==> src/rtl/iter_factorial_unit_if.sv <==
// Job channel and result channel of the iterative factorial engine, both valid/ready.
interface iter_factorial_unit_if #(
  parameter int N_WIDTH = 8,
  parameter int WIDTH   = 8
);
  logic [N_WIDTH-1:0] in_n;
  logic               in_valid;
  logic               in_ready;
  logic [WIDTH-1:0]   out_result;
  logic               out_overflow;
  logic               out_valid;
  logic               out_ready;
  logic               busy;

  modport master (
    output in_n, in_valid, out_ready,
    input  in_ready, out_result, out_overflow, out_valid, busy
  );

  modport slave (
    input  in_n, in_valid, out_ready,
    output in_ready, out_result, out_overflow, out_valid, busy
  );
endinterface

==> src/rtl/iter_factorial_unit.sv <==
// Iterative n! engine, one multiply per cycle; out_valid n-1 cycles after accept (n<=1: next cycle).
// Result is held under out_ready=0; a new job is taken on the same edge the held result leaves.
module iter_factorial_unit #(
  parameter int N_WIDTH  = 8,
  parameter int WIDTH    = 8,
  parameter bit SATURATE = 1'b0
) (
  input  logic                 clk,
  input  logic                 rst,
  iter_factorial_unit_if.slave io
);

  typedef enum logic [1:0] {
    IDLE = 2'd0,
    RUN  = 2'd1,
    DONE = 2'd2
  } state_e;

  state_e               state_q, state_d;
  logic [WIDTH-1:0]     acc_q, acc_d;
  logic [N_WIDTH-1:0]   cnt_q, cnt_d;
  logic                 ovf_q, ovf_d;

  logic [WIDTH+N_WIDTH-1:0] prod;
  logic                     prod_hi_nz;
  logic                     accept;
  logic                     out_fire;

  // Full-width product so any bit above the accumulator flags overflow.
  assign prod       = {{N_WIDTH{1'b0}}, acc_q} * {{WIDTH{1'b0}}, cnt_q};
  assign prod_hi_nz = |prod[WIDTH+N_WIDTH-1:WIDTH];

  assign io.in_ready = !rst && ((state_q == IDLE) || ((state_q == DONE) && io.out_ready));
  assign accept      = io.in_valid && io.in_ready;
  assign out_fire    = (state_q == DONE) && io.out_ready;

  assign io.out_valid    = (state_q == DONE);
  assign io.busy         = (state_q != IDLE);
  assign io.out_result   = (SATURATE && ovf_q) ? {WIDTH{1'b1}} : acc_q;
  assign io.out_overflow = ovf_q;

  always_comb begin
    state_d = state_q;
    acc_d   = acc_q;
    cnt_d   = cnt_q;
    ovf_d   = ovf_q;

    case (state_q)
      RUN: begin
        acc_d = prod[WIDTH-1:0];
        ovf_d = ovf_q | prod_hi_nz;
        cnt_d = cnt_q - N_WIDTH'(1);
        if ((cnt_q == N_WIDTH'(2)) || (SATURATE && prod_hi_nz)) begin
          state_d = DONE;
        end
      end
      DONE: begin
        if (out_fire) begin
          state_d = IDLE;
        end
      end
      default: begin
      end
    endcase

    // Acceptance only happens in IDLE or in DONE while the result leaves, so it overrides.
    if (accept) begin
      acc_d   = WIDTH'(1);
      cnt_d   = io.in_n;
      ovf_d   = 1'b0;
      state_d = (io.in_n <= N_WIDTH'(1)) ? DONE : RUN;
    end
  end

  always_ff @(posedge clk) begin
    if (rst) begin
      state_q <= IDLE;
      acc_q   <= '0;
      cnt_q   <= '0;
      ovf_q   <= 1'b0;
    end else begin
      state_q <= state_d;
      acc_q   <= acc_d;
      cnt_q   <= cnt_d;
      ovf_q   <= ovf_d;
    end
  end

endmodule

==> src/flat_wrapper.sv <==
// flat-port wrapper written by rule: the top's interface ports become plain ports
module iter_factorial_unit_flat 
#(
  parameter int N_WIDTH  = 8,
  parameter int WIDTH    = 8,
  parameter bit SATURATE = 1'b0
)
  (clk, rst, io_in_n, io_in_valid, io_out_ready, io_in_ready, io_out_result, io_out_overflow, io_out_valid, io_busy);
  iter_factorial_unit_if #(.N_WIDTH(N_WIDTH), .WIDTH(WIDTH)) io_i ();
  input  logic clk;
  input  logic rst;
  input wire logic [$bits(io_i.in_n)-1:0] io_in_n;
  input wire logic [$bits(io_i.in_valid)-1:0] io_in_valid;
  input wire logic [$bits(io_i.out_ready)-1:0] io_out_ready;
  output wire logic [$bits(io_i.in_ready)-1:0] io_in_ready;
  output wire logic [$bits(io_i.out_result)-1:0] io_out_result;
  output wire logic [$bits(io_i.out_overflow)-1:0] io_out_overflow;
  output wire logic [$bits(io_i.out_valid)-1:0] io_out_valid;
  output wire logic [$bits(io_i.busy)-1:0] io_busy;
  assign io_i.in_n = io_in_n;
  assign io_i.in_valid = io_in_valid;
  assign io_i.out_ready = io_out_ready;
  assign io_in_ready = io_i.in_ready;
  assign io_out_result = io_i.out_result;
  assign io_out_overflow = io_i.out_overflow;
  assign io_out_valid = io_i.out_valid;
  assign io_busy = io_i.busy;
  iter_factorial_unit #(.N_WIDTH(N_WIDTH), .WIDTH(WIDTH), .SATURATE(SATURATE)) u_core (.clk(clk), .rst(rst), .io(io_i));
endmodule
==> config.mk <==
export PLATFORM = sky130hd
export DESIGN_NAME = iter_factorial_unit_flat
export DESIGN_NICKNAME = d
export VERILOG_FILES = /design/src/rtl/iter_factorial_unit_if.sv /design/src/rtl/iter_factorial_unit.sv /design/src/flat_wrapper.sv
export SDC_FILE = /design/constraint.sdc
export NUM_CORES = 1
export LEC_CHECK = 0
export BUFFER_PORTS_ARGS = -buffer_cell sky130_fd_sc_hd__buf_2
export CAP_MARGIN = 10
export CORE_UTILIZATION = 43
export CTS_CLUSTER_DIAMETER = 200
export DETAILED_ROUTE_END_ITERATION = 7
export GPL_TIMING_DRIVEN = 0
export PLACE_DENSITY = 0.58
export SKIP_LAST_GASP = 1
export SLEW_MARGIN = 20
export SYNTH_ARGS = -nofsm -noshare
export SYNTH_HDL_FRONTEND = slang
export SYNTH_SLANG_ARGS = --single-unit
export TNS_END_PERCENT = 30
==> constraint.sdc <==
create_clock -name clk -period 5.5 [get_ports clk]
set_clock_uncertainty 0.15 [all_clocks]
set_input_delay 0.275 -clock clk [delete_from_list [all_inputs] [get_ports clk]]
set_output_delay 0.275 -clock clk [all_outputs]
set_load 0.02 [all_outputs]
# Word level (Yosys, flattened, before mapping)
# Index checks and enable logic that the tools add are counted.
# totals
regBits	19
output_inout_bits	12
word_cells	35
# op_classes
reduce_logical	12
n_eq_ne	5
mux	9
addsub	1
order_cmp	1
multipliers	1
n_bitwise	1
# op_table
cell	n
multiplier 8 x 8 -> 16 bit	1
two-way mux 8 bit	2
== test 8 x 2 -> 1 bit, second input constant	1
<= comparator 8 x 1 -> 1 bit, second input constant	1
two-way mux 2 bit	4
OR reduction 8 bit	1
subtractor 8 x 1 -> 8 bit, second input constant	1
inequality test 3 x 1 -> 1 bit, second input constant	2
case mux 2 bit (2 select lines)	1
nonzero test 2 bit	2
logical AND 1 bit	3
AND reduction 3 bit	1
nonzero test 3 bit	1
== test 2 x 1 -> 1 bit, second input constant	1
== test 2 bit, second input constant	1
zero test 2 bit	1
two-way mux 1 bit	2
OR reduction 2 bit	1
zero test 1 bit	1
logical OR 1 bit	1
bitwise OR 1 bit	1

# Longest topological paths before layout
# Gate-level depths: netlist of the first run.
# logic_depth
ltp_word	7
ltp_mapped	18

# Worst setup path before layout of the first run
# OpenSTA, ideal clock, no wires.
# synth_path
path_type	register to register
startpoint	reg u_core.acc_q[4] (netlist: u_core.io.out_result[4])
endpoint	reg u_core.ovf_q (netlist: u_core.io.out_overflow)
slack_ns	0.630
arrival_time_ns	4.587
n_path_buf	1
stages_incl_launch_ff	15
setup_time_ns	0.133
path_cell_list	dfxtp_1 clkbuf_1 nand2_1 fa_1 fa_1 fa_1 fa_1 inv_1 ha_1 a21oi_2 inv_1 o31a_1 or4_4 a2111oi_2 a311oi_1
# synth_between
elab_chain_len	3
# synth_rtl
element	line	text
from (decl)	iter_factorial_unit.sv:20	logic [WIDTH-1:0] acc_q, acc_d;
from (signal assigned)	iter_factorial_unit.sv:78	acc_q <= '0;
from (signal assigned)	iter_factorial_unit.sv:83	acc_q <= acc_d;
multiplier 8 x 8 -> 16 bit	iter_factorial_unit.sv:30	assign prod = {{N_WIDTH{1'b0}}, acc_q} * {{WIDTH{1'b0}}, cnt_q};
OR reduction 8 bit	iter_factorial_unit.sv:31	assign prod_hi_nz = |prod[WIDTH+N_WIDTH-1:WIDTH];
bitwise OR 1 bit	iter_factorial_unit.sv:51	ovf_d = ovf_q | prod_hi_nz;
to (signal assigned)	iter_factorial_unit.sv:85	ovf_q <= ovf_d;
to (decl)	iter_factorial_unit.sv:22	logic ovf_q, ovf_d;
# Every way passes these cells.
# A chain may end at the register's enable or synchronous reset.

# Worst setup path in the final report of the first run
# layout_path
startpoint	reg u_core.cnt_q[3]
endpoint	reg u_core.ovf_q (netlist: u_core.io.out_overflow)
# layout_between
elab_chain_len	3
# layout_rtl
element	line	text
from (decl)	iter_factorial_unit.sv:21	logic [N_WIDTH-1:0] cnt_q, cnt_d;
from (signal assigned)	iter_factorial_unit.sv:84	cnt_q <= cnt_d;
multiplier 8 x 8 -> 16 bit	iter_factorial_unit.sv:30	
OR reduction 8 bit	iter_factorial_unit.sv:31	
bitwise OR 1 bit	iter_factorial_unit.sv:51	
# Every way passes these cells.

==> results.tsv, run 1 <==
metric	value	unit
setup_violations	0	
cap_violations	0	
postCtsSetupBuffers	0	
cts_buffer_depth	2	
yosysUniqueCellTypes	45	
ctsHoldBuffers	0	
p_switching	0.181	mW
crit_family	adder cells	
synth_edf_count	0	
synthCells	378	
yosys-top-cells-count	inv_1 (63), nand2_1 (45), ha_1 (41)	
drive_gt1_share	7.90	%
tritoncts	done	
setup_ws	0.325	ns
rows	30	
synth_top_area_share	23.3	%
synth_ff_type	dfxtp_1	
pwr-share-clk	22.9	%
pwr_density_cell	134	mW/mm²
vias	2541	
sw_frac_of_total	40.1	%
grt_max_degree	11	
wl	6440	µm
slew_headroom	55.9	%
crit_path_start_kind	register	
yosysSeqAreaShare	12.3	%
num_antenna_cells	0	
clock_sinks	19	
wire_per_inst	12.9	µm
critPathMaxStageDelay	0.56	ns
critPathLaunch	u_core.cnt_q[3]	
clk_latency	0.26	ns
synth.avg_cell_area	8.17	µm²
synth_seq_cells	19	
area_growth	9.07	%
via_per_inst	5.07	
worstPathMaxFanout	10	
first_global_vias	2363	
min_period_over_period	94.1	%
worstMarginPinSlew	0.661	ns
rsz0062_at_grt	no	
drtAntennaViolNets	0	
combPwrFrac	40.6	%
fin_setup_tns	0	ns
first_iter_violations	94	
cts_made_buffers	3	
firstDrtPassIters	4	
core_region_area	0.00687	mm²
nets	495	
r2r_slack	0.33	ns
p_seq_share	36.5	%
synth_area_leaders	fa_1 (23%), ha_1 (17%), dfxtp_1 (12%)	
gp_congestion	0.764	
die_w	86.8	µm
cts_resized	0	
antenna_found_initial	0	
worst_setup_path_end_kind	register	
critPathCapture	u_core.io.out_overflow	
period_needed	5.17	ns
fp.dieH	86.8	µm
clk_pin_slew	0.08	ns
gr-usage-all-layers	18.1	%
path_class	register to register	
cp_slowest_cell	fa_1	
synth_area	0.00309	mm²
r2r-start	u_core.cnt_q[3]	
preCtsSetupSlack	0.327	ns
worst_ep_arrival_time	5.16	ns
r2r_end	u_core.io.out_overflow	
ys_async_sr_fraction	0	%
status	completed	
ys_warn_count	0	
htree_levels	1	
start_util	45.0	%
yosys.area.top_type	fa_1	
grt_pass1_wl	10900	µm
crit_chain	clkbuf_1 -> nand2_1 -> fa_1 -> fa_1 -> fa_1 -> fa_1 -> inv_1 -> ha_1 -> clkbuf_2 -> o211ai_2 -> a21oi_2 -> o31a_1 -> or4_4 -> a2111oi_2 -> a311oi_1	
clock_tree.root_cell	clkbuf_8	
drc_errors	0	
path_depth	15	
io_pins	24	
crit_required	5.49	ns
ir_worst_vdd	114	µV
finalMaxSlewViolations	0	
hpwl	5250	µm
hold_viol	0	
synth_nets	467	
path_buf_inv	3	
rr_worst_depth	15	
total_power	0.452	mW
die-area	0.00753	mm²
p_leak	1.62	nW
hold_path.class	primary input to register	
clock.fmax	193	MHz
crit_top_cell	fa_1	
io_buffers	23	
synth_most_common_cell	inv_1	
p_int	0.271	mW
gr-total-overflow	0	
## kinds of logic (layout without fill, tap and decap cells)
kind of cell	after synthesis	in the layout	synth area share (%)
adders and majority gates	77	77	39.9
muxes	7	7	2.27
xor gates and xnor gates	11	11	3.12
and+or+nand+nor	132	132	20.7
DFF	19	19	12.3
buffers and inverters	82	109	10.0
AOI/OAI and AO/OA	50	50	11.7
## worst min-delay path by stage
stage	slack [ns]	end	cells after the start	from
floorplan	0.27	u_core.cnt_q[1]	2	io_in_n[1]
global placement	0.36	u_core.state_q[1]	2	u_core.state_q[1]
detailed placement	0.35	u_core.state_q[1]	2	u_core.state_q[1]
CTS	0.12	u_core.cnt_q[1]	3	io_in_n[1]
global route	0.17	u_core.cnt_q[4]	3	io_in_n[4]
finish	0.12	u_core.cnt_q[1]	3	io_in_n[1]
## stage by stage
stage | cells | hold WS, ns | cell area, µm² | utilization (%)
after floorplan | 378 | 0.269 | 3090 | -
after global placement | 497 | 0.356 | 3320 | 48.4
after detailed placement | 497 | 0.346 | 3320 | 48.4
after CTS | 501 | 0.124 | 3370 | 49.1
after global routing | 501 | 0.169 | 3370 | 49.1
final | 501 | 0.125 | 3370 | 49.1
## cell type report
class                      instances  area [µm²]
multi-input combinational        277        2400
inverter                          63         236
fill                             703        3500
sequential                        19         380
buffer                            19        72.6
tap                               96         120
clock buffer                       4        45.0
timing repair buffer              23         115
## registers in the layout, summed over array words and instances (netlist names)
register,flops
u_core.io.out_result,8
u_core.cnt_q,8
u_core.state_q,2
u_core.io.out_overflow,1
## worst min-delay path: cells and delay by family
family                 cells  cell delay [ns]
muxes                      1             0.06
and+or+nand+nor            1             0.07
buffers and inverters      1             0.10
## cells in the final DEF (no fill, tap or decap), types with 2 or more instances in the layout
cell,synthesis,layout
inv_1,63,63
nand2_1,45,45
ha_1,41,41
fa_1,36,36
and2_1,31,31
nor2_1,29,29
buf_2,0,23
dfxtp_1,19,19
clkbuf_1,17,18
a21oi_1,11,11
a211oi_1,10,10
nor3_1,8,8
mux2i_1,7,7
o21ai_0,7,7
xnor2_1,6,6
nand2b_1,5,5
xor2_1,5,5
nand3_1,3,3
nand3b_1,3,3
a311oi_1,3,3
clkbuf_8,0,3
nor4_1,2,2
a21oi_2,2,2
nand4_1,2,2
## power by group through the flow
stage	clock network, mW	registers (mW)	logic, mW
2_1_floorplan	0	0.168	0.132
3_3_place_gp	0	0.168	0.183
3_5_place_dp	0	0.168	0.184
4_1_cts	0.108	0.165	0.186
5_1_grt	0.112	0.167	0.207
6_report	0.103	0.165	0.184
## routing by layer
metal | vias up | GRT usage [%] | routed length, µm
met2 | 25 | 30.4 | 3080
li1 | 1267 | - | -
met5 | - | 0 | 0
met4 | 0 | 1.36 | 21
met3 | 4 | 2.29 | 145
met1 | 1245 | 26.0 | 3190
(Power assumes the default switching activity.)
==> inputs of run 2 (changes only) <==
PLACE_DENSITY = not set   (was 0.58)
==> run 2 against run 1 <==
  * Cell count stayed put
  * Design area stayed put
  * Sequential share of layout area stayed put
  * Register-to-register slack hardly changed
  * First-iteration DRC count is 12% higher
  * Routed wire length is 0.37% lower
  * Via count is 0.35% higher
  * Die area stayed put
  * Largest cell class unchanged
==> results.tsv, run 2 (synthesis results as in run 1) <==
metric	value	unit
status	completed	
final_core_utilization	49.1	%
total_power	0.454	mW
first_iter_violations	105	
gr-usage-all-layers	19.0	%
worstMarginPinSlew	0.675	ns
gr-total-overflow	0	
path_class	register to register	
layout_commonest_cell	inv_1	
finalMaxSlewViolations	0	
cp_slowest_cell	fa_1	
die-area	0.00753	mm²
fp.dieH	86.8	µm
whs_path_depth	3	
vias	2550	
period_needed	5.17	ns
grt_pass1_wl	11300	µm
r2r_slack	0.33	ns
grt_max_degree	11	
clock.fmax	193	MHz
r2r-start	u_core.cnt_q[3]	
worstPathMaxFanout	10	
hold_viol	0	
clk_latency	0.27	ns
path_buf_inv	3	
antenna_found_initial	0	
postCtsSetupBuffers	0	
post_dp_cell_area	0.00332	mm²
min_to	u_core.cnt_q[1]	
htree_levels	1	
setup_violations	0	
ctsHoldBuffers	0	
placed_cells	497	
core_region_area	0.00687	mm²
drtAntennaViolNets	0	
die_w	86.8	µm
hp-start	io_in_n[1]	
fin_area	0.00337	mm²
crit_required	5.49	ns
setup_ws	0.328	ns
crit_chain	clkbuf_1 -> nand2_1 -> fa_1 -> fa_1 -> fa_1 -> fa_1 -> inv_1 -> ha_1 -> clkbuf_2 -> o211ai_2 -> a21oi_2 -> o31a_1 -> or4_4 -> a2111oi_2 -> a311oi_1	
critPathMaxStageDelay	0.56	ns
first_global_vias	2451	
io_buffers	23	
r2r_end	u_core.io.out_overflow	
worst_ep_arrival_time	5.16	ns
io_pins	24	
pwr_density_cell	135	mW/mm²
final_cell_count_no_fill	501	
preCtsSetupSlack	0.315	ns
cts_resized	0	
rr_worst_depth	15	
clock_tree.root_cell	clkbuf_8	
ir_worst_vdd	106	µV
slew_headroom	55.0	%
cts_made_buffers	3	
cap_violations	0	
gp_congestion	0.798	
min_period_over_period	94.0	%
tritoncts	done	
hold_path.class	primary input to register	
via_per_inst	5.09	
clock_sinks	19	
drive_gt1_share	7.90	%
rows	30	
clk_pin_slew	0.09	ns
firstDrtPassIters	4	
fin_setup_tns	0	ns
num_antenna_cells	0	
crit_family	adder cells	
hpwl	5230	µm
start_util	45.0	%
drc_errors	0	
hold_slack	0.115	ns
nets	495	
wire_per_inst	12.8	µm
wl	6420	µm
crit_top_cell	fa_1	
most-common-layout-cells	inv_1 (63), nand2_1 (45), ha_1 (41), fa_1 (36), and2_1 (31)	
p_leak	1.62	nW
rsz0062_at_grt	no	
worst_setup_path_end_kind	register	
cts_buffer_depth	2	
crit_path_start_kind	register	
area_growth	9.07	%
-- run 2: how the worst max path moves through the flow --
stage,end,from,slack (ns),depth (start not counted)
CTS,u_core.io.out_overflow,u_core.cnt_q[7],0.30,14
global placement,u_core.io.out_overflow,u_core.cnt_q[3],0.36,14
finish,u_core.io.out_overflow,u_core.cnt_q[3],0.33,15
global route,u_core.io.out_overflow,u_core.cnt_q[4],0.04,14
detailed placement,u_core.io.out_overflow,u_core.cnt_q[7],0.31,14
floorplan,u_core.io.out_overflow,u_core.io.out_result[4],0.63,14
-- run 2: power by group --
part	switching [mW]	internal (mW)	total (mW)	leakage, nW
registers	0.0116	0.153	0.165	0.155
logic	0.118	0.0661	0.184	1.44
clock network	0.0537	0.0517	0.105	0.0228
-- run 2: final cells by class --
| cell class | count | area (µm²) |
|---|---|---|
| repair buffers | 23 | 115 |
| flip-flops and latches | 19 | 380 |
| plain buffers | 19 | 72.6 |
| multi-input cells | 277 | 2400 |
| clock buffers | 4 | 45.0 |
| well taps | 96 | 120 |
| inverters | 63 | 236 |
| fillers | 723 | 3500 |
-- run 2: worst min-delay path, delay by kind of cell --
| family | cells | cell delay (ns) |
|---|---|---|
| buffers and inverters | 1 | 0.09 |
| AND/OR/NAND/NOR | 1 | 0.08 |
| multiplexers | 1 | 0.06 |
-- run 2: layer usage --
layer / GRT usage (%) / share of wire [%]
met1: 28.2 / 50
met2: 30.8 / 47
met3: 2.29 / 2.6
met4: 1.82 / 0.25
met5: 0 / 0
==> inputs of run 3 (changes only) <==
CTS_BUF_LIST = sky130_fd_sc_hd__clkbuf_16   (was not set)
==> run 3 against run 2 <==
  * Global-route usage up 0.10 points
  * Via count about the same
  * Cell count unchanged
  * Combinational power about the same
  * Sequential power about the same
  * Critical endpoint unchanged
  * Die area unchanged
  * Power up 11%
  * Routed wire length about the same
  * Clock-buffer cell count down 1
==> results.tsv, run 3 (synthesis results as in run 1) <==
metric	value	unit
rsz0062_at_grt	no	
worst_setup_path_end_kind	register	
nets	495	
critPathMaxStageDelay	0.56	ns
crit_chain	clkbuf_1 -> nand2_1 -> fa_1 -> fa_1 -> fa_1 -> fa_1 -> inv_1 -> ha_1 -> clkbuf_2 -> o211ai_2 -> a21oi_2 -> o31a_1 -> or4_4 -> a2111oi_2 -> a311oi_1	
hold_path.class	primary input to register	
cts_made_buffers	3	
num_antenna_cells	0	
crit_path_start_kind	register	
htree_levels	1	
tritoncts	done	
path_class	register to register	
wire_per_inst	12.8	µm
drtAntennaViolNets	0	
status	completed	
period_needed	5.18	ns
cts_resized	0	
post_dp_cell_area	0.00332	mm²
setup_violations	0	
cp_slowest_cell	fa_1	
hpwl	5230	µm
wl	6420	µm
gr-usage-all-layers	19.1	%
gr-total-overflow	0	
via_per_inst	5.09	
final-seq-area	380	µm²
ir_worst_vdd	100	µV
clk_latency	0.26	ns
firstDrtPassIters	4	
crit_required	5.48	ns
ctsHoldBuffers	0	
core_region_area	0.00687	mm²
pwr_density_cell	148	mW/mm²
hold_viol	0	
io_pins	24	
first_iter_violations	114	
clock_sinks	19	
grt_pass1_wl	11400	µm
antenna_found_initial	0	
drc_errors	0	
start_util	45.0	%
cap_violations	0	
worstPathMaxFanout	10	
area_growth	10.2	%
crit_top_cell	fa_1	
first_global_vias	2459	
clock.fmax	193	MHz
fp.dieH	86.8	µm
wl_met2	3060	µm
worst_ep_arrival_time	5.15	ns
postCtsSetupBuffers	0	
crit_family	adder cells	
clk_pin_slew	0.06	ns
slew_headroom	54.2	%
p_leak	1.64	nW
gp_congestion	0.798	
cts_buffer_depth	2	
multi_input_area	0.00240	mm²
rows	30	
hold_slack	0.129	ns
min_period_over_period	94.1	%
vias	2552	
routed.top_layer	met4	
most-common-layout-cells	inv_1 (64), nand2_1 (45), ha_1 (41), fa_1 (36), and2_1 (31)	
total_power	0.503	mW
layout_commonest_cell	inv_1	
wl_met3	136	µm
fin_setup_tns	0	ns
worstMarginPinSlew	0.688	ns
finalMaxSlewViolations	0	
m1WireLength	3200	µm
clock_tree.root_cell	clkbuf_16	
fin_area	0.00340	mm²
final_core_utilization	49.5	%
grt_max_degree	11	
path_buf_inv	3	
die_w	86.8	µm
die-area	0.00753	mm²
drive_gt1_share	7.90	%
io_buffers	23	
n_fill_cell	716	
[run 3: power breakdown]
group / internal (mW) / total (mW) / switching [mW] / leakage, nW
combinational: 0.0661 / 0.183 / 0.117 / 1.44
clock: 0.0970 / 0.155 / 0.0580 / 0.0423
sequential: 0.153 / 0.165 / 0.0115 / 0.155
[run 3: final cells by class]
class / count / area share (%)
Timing Repair Buffer: 23 / 3.38
Multi-Input combinational cell: 277 / 70.5
Tap cell: 96 / 3.53
Clock buffer: 3 / 2.21
Sequential cell: 19 / 11.2
Buffer: 19 / 2.13
Clock inverter: 1 / 0.110
Inverter: 63 / 6.95
[run 3: stage by stage]
step | instances | setup slack, ns
6_report | 501 | 0.325
5_1_grt | 501 | 0.0330
4_1_cts | 501 | 0.302
3_5_place_dp | 497 | 0.315
3_3_place_gp | 497 | 0.356
2_1_floorplan | 378 | 0.630
[run 3: worst paths after layout]
check / from / endpoint / slack (ns) / depth (start not counted)
max: u_core.cnt_q[3] / u_core.io.out_overflow / 0.32 / 15
min: io_in_n[1] / u_core.cnt_q[1] / 0.13 / 3
max reg2reg: u_core.cnt_q[3] / u_core.io.out_overflow / 0.32 / 15
min reg2reg: u_core.state_q[1] / u_core.state_q[1] / 0.37 / 2
[run 3: metal layers]
metal,GRT usage [%],vias to the layer above
met1,28.2,1246
li1,-,1273
met2,31.3,31
met4,1.36,0
met3,2.29,2
met5,0,-
[run 3: worst register-to-register path: cells and delay by family (launching register included)]
family                     cells  cell delay [ns]
adders and majority gates      5             2.34
AOI/OAI and AO/OA              5             0.92
buffers and inverters          3             0.63
and+or+nand+nor                2             0.63
DFF                            1             0.36
